===== config.mk =====
export PLATFORM = sky130hd
export DESIGN_NAME = dmem_store_unit
export DESIGN_NICKNAME = d
export VERILOG_FILES = /design/src/rtl/dmem_store_unit.sv
export SDC_FILE = /design/constraint.sdc
export NUM_CORES = 1
export LEC_CHECK = 0
export ABC_AREA = 0
export ABC_CLOCK_PERIOD_IN_PS = 4070
export CAP_MARGIN = 20
export CORE_MARGIN = 2
export CORE_UTILIZATION = 40
export DETAILED_ROUTE_END_ITERATION = 8
export DONT_BUFFER_PORTS = 1
export HOLD_SLACK_MARGIN = 0.12
export PLACE_DENSITY_LB_ADDON = 0.25
export SYNTH_ARGS = -nofsm -noshare
export SYNTH_HDL_FRONTEND = slang
export SYNTH_SLANG_ARGS = --single-unit

===== constraint.sdc =====
create_clock -name clock -period 4.07 [get_ports clock]
set_clock_uncertainty 0.1 [all_clocks]
set_input_delay 0.814 -clock clock [delete_from_list [all_inputs] [get_ports clock]]
set_output_delay 0.814 -clock clock [all_outputs]
set_load 0.01 [all_outputs]

===== src/rtl/dmem_store_unit.sv =====
// Store path from the MEM stage to data memory: lane alignment, byte enables, a small store FIFO and a req/ack issue stage.
// Optional macro STORE_HAZARD_EN enables the load-vs-pending-store word-address compare on ld_hazard.
module dmem_store_unit #(
  parameter int DEPTH  = 2,
  parameter int ADDR_W = 32
) (
  input  logic              clock,
  input  logic              reset,
  input  logic              st_valid,
  input  logic              st_byte,
  input  logic [ADDR_W-1:0] st_addr,
  input  logic [31:0]       st_data,
  output logic              st_ready,
  output logic              misalign_err,
  output logic              st_idle,
  output logic              mem_req,
  output logic [ADDR_W-1:0] mem_addr,
  output logic [31:0]       mem_wdata,
  output logic [3:0]        mem_be,
  input  logic              mem_ack,
  input  logic [ADDR_W-1:0] ld_check_addr,
  output logic              ld_hazard
);

  localparam int PW = $clog2(DEPTH);
  localparam int CW = $clog2(DEPTH + 1);

  typedef enum logic {IDLE, REQ} state_t;

  logic [ADDR_W-1:0] fifo_addr [DEPTH];
  logic [31:0]       fifo_data [DEPTH];
  logic [3:0]        fifo_be   [DEPTH];

  logic [PW-1:0]     wr_ptr_reg, rd_ptr_reg;
  logic [CW-1:0]     count_reg;
  state_t            state_reg;
  logic              mem_req_reg;
  logic [ADDR_W-1:0] mem_addr_reg;
  logic [31:0]       mem_wdata_reg;
  logic [3:0]        mem_be_reg;
  logic              misalign_err_reg;

  logic              accept, misaligned, push, pop, fifo_nonempty;
  logic [ADDR_W-1:0] enq_addr;
  logic [31:0]       enq_data;
  logic [3:0]        enq_be;

  assign st_ready      = (count_reg != CW'(DEPTH));
  assign fifo_nonempty = (count_reg != '0);
  assign accept        = st_valid && st_ready;
  assign misaligned    = !st_byte && (st_addr[1:0] != 2'b00);
  assign push          = accept && !misaligned;
  // The output stage refills whenever it is empty or its current store is being acknowledged.
  assign pop           = fifo_nonempty && ((state_reg == IDLE) || mem_ack);

  assign enq_addr = {st_addr[ADDR_W-1:2], 2'b00};

  genvar gi;
  generate
    for (gi = 0; gi < 4; gi++) begin : g_lane
      assign enq_data[8*gi +: 8] = st_byte ? st_data[7:0] : st_data[8*gi +: 8];
      assign enq_be[gi]          = !st_byte || (st_addr[1:0] == 2'(gi));
    end
  endgenerate

  always_ff @(posedge clock) begin
    if (push) begin
      fifo_addr[wr_ptr_reg] <= enq_addr;
      fifo_data[wr_ptr_reg] <= enq_data;
      fifo_be[wr_ptr_reg]   <= enq_be;
    end
  end

  always_ff @(posedge clock or posedge reset) begin
    if (reset) begin
      wr_ptr_reg       <= '0;
      rd_ptr_reg       <= '0;
      count_reg        <= '0;
      misalign_err_reg <= 1'b0;
    end else begin
      if (push) wr_ptr_reg <= wr_ptr_reg + 1'b1;
      if (pop)  rd_ptr_reg <= rd_ptr_reg + 1'b1;
      count_reg        <= count_reg + CW'(push) - CW'(pop);
      misalign_err_reg <= accept && misaligned;
    end
  end

  always_ff @(posedge clock or posedge reset) begin
    if (reset) begin
      state_reg     <= IDLE;
      mem_req_reg   <= 1'b0;
      mem_addr_reg  <= '0;
      mem_wdata_reg <= '0;
      mem_be_reg    <= '0;
    end else begin
      case (state_reg)
        IDLE: begin
          if (fifo_nonempty) begin
            mem_addr_reg  <= fifo_addr[rd_ptr_reg];
            mem_wdata_reg <= fifo_data[rd_ptr_reg];
            mem_be_reg    <= fifo_be[rd_ptr_reg];
            mem_req_reg   <= 1'b1;
            state_reg     <= REQ;
          end
        end
        REQ: begin
          if (mem_ack) begin
            if (fifo_nonempty) begin
              mem_addr_reg  <= fifo_addr[rd_ptr_reg];
              mem_wdata_reg <= fifo_data[rd_ptr_reg];
              mem_be_reg    <= fifo_be[rd_ptr_reg];
            end else begin
              mem_req_reg <= 1'b0;
              state_reg   <= IDLE;
            end
          end
        end
        default: begin
          mem_req_reg <= 1'b0;
          state_reg   <= IDLE;
        end
      endcase
    end
  end

  assign st_idle      = !fifo_nonempty && (state_reg == IDLE);
  assign misalign_err = misalign_err_reg;
  assign mem_req      = mem_req_reg;
  assign mem_addr     = mem_addr_reg;
  assign mem_wdata    = mem_wdata_reg;
  assign mem_be       = mem_be_reg;

`ifdef STORE_HAZARD_EN
  logic [DEPTH-1:0] entry_hit;
  logic             unused_ld_low;

  // An entry is live when its distance from the read pointer is below the fill count.
  generate
    for (gi = 0; gi < DEPTH; gi++) begin : g_hazard
      logic [PW-1:0] offset;
      assign offset        = PW'(gi) - rd_ptr_reg;
      assign entry_hit[gi] = (CW'(offset) < count_reg) &&
                             (fifo_addr[gi][ADDR_W-1:2] == ld_check_addr[ADDR_W-1:2]);
    end
  endgenerate

  assign ld_hazard = (|entry_hit) ||
                     (mem_req_reg && (mem_addr_reg[ADDR_W-1:2] == ld_check_addr[ADDR_W-1:2]));
  assign unused_ld_low = ^ld_check_addr[1:0];
`else
  logic unused_ld_check;
  assign unused_ld_check = ^ld_check_addr;
  assign ld_hazard       = 1'b0;
`endif

endmodule


==> impl_results.md, run 1 <==
* Vias in the first global route at 3891
* Root Buffer: clkbuf_16
* Max-cap violations at 0
* Layout cells sized above 1 at 26.7%
* Maximum VDD drop at 0.000411 V
* Vias/cell at 4.91
* Synth top area cells: edfxtp_1 (50%), dfrtp_1 (23%), mux2_2 (12%)
* Main synth FF type: edfxtp_1
* Dpl cells at 698
* GR Util All Layers at 14.4%
* Power Dens Cells at 742 nW/um^2
* R2R Path Start: count_reg[0]
* Length in cells of the worst reg-to-reg path at 4
* Multi-input logic area at 1840 um^2
* GRT overflow at 0
* Io pins at 174
* CTS clk-pin slew, worst paths at 0.06 ns
* Internal power at 4.67 mW
* DIE WIDTH at 144 um
* Worst hold path depth at 0
* CTS tree: yes
* Initial Util at 40.6%
* Avg Cell Area, Syn at 17.6 um^2
* Die area at 20800 um^2
* Synth top area share at 50.5%
* Top cells by count, synth: edfxtp_1 (132), mux2_2 (81), dfrtp_1 (73)
* Final Cycle Share at 54.9%
* RSZ-0062 raised after global routing: no
* Arrival @ worst endpoint at 1.32 ns
* Final Net Count at 562
* Worst-path maximum fanout at 4
* P&R area growth vs syn at 12.7%
* Largest net degree at the start of global routing at 68
* DRC at 0
* Sequential cell area at 5790 um^2
* Worst Setup EP: st_idle
* Inserted Clock Buffers at 22
* Antenna violations before repair at 0
* HP Class: in2reg
* Most numerous cell in the Yosys netlist: edfxtp_1
* Fraction of registers with async set or reset after synthesis at 35.6%
* Final setup violation count at 0
* Crit Path Category: reg2out
* Core area at 19300 um^2
* Final Non-Filler Cells at 740
* DR iter-0 viols at 202
* Setup slack at placement at 1.61 ns
* Seq cells post-synth at 205
* Status: complete, no violations
* Combinational share of power at 18.6%
* Top cell type by total area after synthesis: edfxtp_1
* Final ANT Viol Nets at 0
* Clock Latency Late Sink at 0.49 ns
* Max reg flops at 64
* Sequential area share after synthesis at 73.8%
* Startpoint types: flip-flop
* Total setup buffers inserted after CTS at 0
* Final Power at 6.57 mW
* Unique cell type count in the Yosys netlist at 24
* CP Capture Type: output pin
* Post-Syn Instances at 445
* Detailed-route wire length at 15200 um
* Fmax at 447 MHz
* Clk network pwr share at 28.6%
* Row cnt at 51
* Final Hold Fails at 0
* TNS Setup at 0 ns
* First-pass GRT wire length at 22500 um
* Max_slew headroom at 33.5%
* PnR worst setup slack at 1.84 ns
* Minimum clock period at 2.23 ns
* Netlist Area Pre-Place at 7850 um^2
* Setup crit start: count_reg[1]
* Leakage at 3.26 nW
* DR WL/cell at 20.5 um
* Synthesis Warnings at 0
* Filler Cell Count at 1690
* Switching Share at 29.0%
* ANT cells at 0
* GPL Wtd Cong at 0.683
* Die Ht at 144 um
* Via count at 3633
* Clock sinks at 205
* Number of synthesized flops with an enable pin at 132
* DR pass1 iterations at 4
* Worst slew pin tran at 0.997 ns
* CP Data Required Time at 3.16 ns
* Post-detail-place hpwl at 9180 um
* CTS Buffer Depth at 3
* FF-to-FF End: fifo_data[1][3]
* Htree depth at 1
* R2r setup slk at 1.99 ns
* Post-CTS resize count at 0
* Port buffer count at 0
* Switch Pwr at 1.91 mW
* Reg power frac at 52.8%
* Max-slew violation count at 0
[what timing repair did]
action	in CTS	in global routing
hold buffers	0	1
setup endpoints to repair	0	0
hold endpoints to repair	0	16
[kinds of logic after synthesis]
group / after synthesis / share of synthesized area (%)
xor gates and xnor gates: 5 / 0.558
buffers and inverters: 50 / 3.08
muxes: 132 / 18.9
and+or+nand+nor: 18 / 1.15
other: 1 / 0.0478
adders and majority gates: 2 / 0.319
DFF: 205 / 73.8
AOI/OAI and AO/OA: 32 / 2.17
[worst min-delay path by stage]
stage | end | startpoint
3_5_place_dp | mem_addr[31] | mem_addr[31]
6_report | fifo_addr[1][5] | st_addr[7]
3_3_place_gp | wr_ptr_reg | wr_ptr_reg
2_1_floorplan | wr_ptr_reg | wr_ptr_reg
4_1_cts | fifo_addr[1][4] | st_addr[6]
5_1_grt | fifo_addr[1][18] | st_addr[20]
[worst max-delay path, stage by stage (launching register included)]
cell,delay (ns)
dfrtp_1,0.43
nor2_4,0.18
ha_1,0.22
[cell usage in the layout, fill, tap and decap left out, types with 2 or more instances in the layout]
cell | netlist | final
buf_4 | 3 | 7
clkbuf_1 | 3 | 7
clkbuf_16 | 0 | 23
clkinv_2 | 0 | 5
clkinvlp_4 | 0 | 3
conb_1 | 1 | 3
dfrtp_1 | 73 | 72
edfxtp_1 | 132 | 132
ha_1 | 2 | 2
inv_1 | 29 | 28
mux2_1 | 51 | 51
mux2_2 | 81 | 81
nand2_1 | 10 | 10
nor2_4 | 2 | 4
o21ai_0 | 29 | 29
xnor2_1 | 4 | 4
[routing by layer]
layer  track usage [%]  wire, um  share of wire [%]
met5                 0         0                  0
met1              17.6      6110                 40
met4              3.46       198                1.3
met3              5.13      1380                9.1
met2              24.7      7480                 49
[power by group through the flow]
stage | logic, mW | clock network (mW) | registers (mW)
after floorplan | 1.17 | 0 | 3.27
after global placement | 1.20 | 0 | 3.51
after detailed placement | 1.25 | 0 | 3.54
after CTS | 1.26 | 1.94 | 3.50
after global routing | 1.36 | 2.04 | 3.56
final | 1.22 | 1.88 | 3.47
[cell type report]
cell class / instances / share of cell area (%)
Clock buffer: 31 / 6.95
Clock inverter: 9 / 0.862
Inverter: 29 / 1.24
Multi-Input combinational cell: 192 / 20.8
Sequential cell: 205 / 65.5
Tap cell: 265 / 3.75
Timing Repair Buffer: 9 / 0.933
[metrics by stage]
stage	cell area (um^2)	utilization (%)	hold WS [ns]
after global placement	8130	42.1	0.435
after floorplan	7860	-	0.368
after global routing	8850	45.8	0.287
after CTS	8820	45.6	0.292
after detailed placement	8130	42.1	0.450
final	8850	45.8	0.314
No activity file was read; power rests on OpenSTA's default activity.
==> inputs of run 2 (changes only) <==
Settings changed: ABC_CLOCK_PERIOD_IN_PS 4070 to 2100.
Clock period 4.07 ns to 2.1 ns, I/O delays scaled along.
==> impl_results.md, run 2 (synthesized netlist as in run 1, its figures left out) <==
* Io pins at 174 (unchanged)
* Final Hold Fails at 0 (unchanged)
* Arrival @ worst endpoint at 1.33 ns (about the same)
* Placed cell area at 8270 um^2 (+1.7%)
* Most frequent cells in the layout: edfxtp_1 (132), mux2_2 (81), dfrtp_1 (72), dlygate4sd3_1 (61), mux2_1 (51)
* Final instance area at 9600 um^2 (+8.5%)
* Layout cells sized above 1 at 25.4% (-1.3 points)
* Leakage at 3.57 nW (+9.5%)
* CTS clk-pin slew, worst paths at 0.06 ns (about the same)
* Detailed-route wire length at 16100 um (+6.3%)
* First-pass GRT wire length at 24300 um (+7.9%)
* Total setup buffers inserted after CTS at 0 (unchanged)
* GPL Wtd Cong at 0.690 (+0.98%)
* CP Capture Type: output pin
* Clock sinks at 205 (unchanged)
* HP Class: in2reg
* Vias in the first global route at 4308 (+11%)
* Final setup violation count at 0 (unchanged)
* Core area at 19300 um^2 (unchanged)
* Die area at 20800 um^2 (unchanged)
* Largest net degree at the start of global routing at 53 (-22%)
* Status: complete, no violations
* Initial Util at 40.6% (unchanged)
* CTS tree: yes
* Startpoint types: flip-flop
* Clock Latency Late Sink at 0.49 ns (about the same)
* Final ANT Viol Nets at 0 (unchanged)
* GRT overflow at 0 (unchanged)
* Fmax at 541 MHz
* Max-cap violations at 0 (unchanged)
* Power Dens Cells at 1360 nW/um^2 (+84%)
* DR iter-0 viols at 140 (-31%)
* Vias/cell at 4.94 (+0.55%)
* Htree depth at 1 (unchanged)
* R2r setup slk at 0.35 ns (-1.64 ns)
* Final Cycle Share at 88.0%
* Commonest non-fill, non-tap cell in the layout: edfxtp_1
* Crit Path Category: reg2out
* GR Util All Layers at 15.6% (+1.1 points)
* CP Data Required Time at 1.58 ns (-1.58 ns)
* Antenna violations before repair at 0 (unchanged)
* Minimum clock period at 1.85 ns
* Filler Cell Count at 1641 (-2.9%)
* Die Ht at 144 um (unchanged)
* Via count at 3969 (+9.2%)
* RSZ-0062 raised after global routing: no
* Post-detail-place hpwl at 9490 um (+3.3%)
* Worst-path maximum fanout at 4 (unchanged)
* P&R area growth vs syn at 22.3%
* Final Non-Filler Cells at 804 (+8.6%)
* Maximum VDD drop at 0.000652 V (+59%)
* ANT cells at 0 (unchanged)
* Row cnt at 51 (unchanged)
* Inserted Clock Buffers at 23 (+4.5%)
* Final Net Count at 626 (+11%)
* Max-slew violation count at 0 (unchanged)
* DRC at 0 (unchanged)
* Port buffer count at 0 (unchanged)
* Dpl cells at 701 (+0.43%)
* TNS Setup at 0 ns (unchanged)
* DR pass1 iterations at 4 (unchanged)
* Max reg flops at 64 (unchanged)
* DIE WIDTH at 144 um (unchanged)
* DR WL/cell at 20.1 um (-2.1%)
* CTS Buffer Depth at 3 (unchanged)
* Root Buffer: clkbuf_16
run 2: changes by cell type in the layout (fill, tap and decap cells not counted), moves of 2 or more:
cell | previous run | this run
dlygate4sd3_1 | 1 | 61
clkbuf_1 | 7 | 4
buf_12 | 1 | 8
clkbuf_8 | 1 | 3
buf_4 | 7 | 3
run 2: metal layers:
| layer | global-route usage, % | wire length (um) |
|---|---|---|
| met4 | 4.33 | 303 |
| met2 | 27.8 | 8130 |
| met5 | 0 | 0 |
| met3 | 4.34 | 1340 |
| met1 | 18.4 | 6370 |
run 2: critical path, cell delays in order, from the launching register on:
cell     delay (ns)
dfrtp_1        0.43
nor2_4         0.18
ha_1           0.23
run 2: timing repair:
| action | in CTS | in global routing |
|---|---|---|
| gates resized for setup | 0 | 0 |
| hold buffers | 62 | 0 |
| hold endpoints to repair | 210 | 0 |
| endpoints found under the setup margin | 0 | 0 |
run 2: area by class of cell:
cell class,count,area (um^2),share of cell area [%]
Tap cell,265,332,3.45
Clock inverter,11,68.8,0.717
Sequential cell,205,5790,60.4
Timing Repair Buffer,72,793,8.26
Multi-Input combinational cell,192,1870,19.5
Inverter,29,113,1.17
Clock buffer,30,632,6.58
run 2: worst paths after layout:
| kind | start | cells past startpoint | to |
|---|---|---|---|
| worst min register to register | wr_ptr_reg | 1 | wr_ptr_reg |
| worst max register to register | rd_ptr_reg | 3 | mem_be[3] |
| worst min-delay path | st_data[9] | 2 | fifo_data[0][9] |
| max in group asynchronous | reset | 3 | rd_ptr_reg |
| min in group asynchronous | reset | 3 | mem_addr[26] |
| worst max-delay path | count_reg[1] | 2 | st_idle |
run 2: power by group:
group	switching [mW]	internal [mW]	total (mW)	leakage (nW)
Combinational	1.30	1.58	2.88	1.15
Sequential	1.03	5.52	6.54	2.07
Clock	1.55	2.13	3.68	0.345
Total	3.87	9.23	13.1	3.57
run 2: metrics by stage:
step	total power [mW]	setup WS [ns]	util, %	hold WS, ns
after floorplan	8.60	-0.206	-	0.419
after global placement	9.34	0.350	42.8	0.313
after detailed placement	9.49	0.336	42.8	0.311
after CTS	13.4	0.207	49.7	0.122
after global routing	13.8	0.195	49.7	0.143
final	13.1	0.252	49.7	0.142
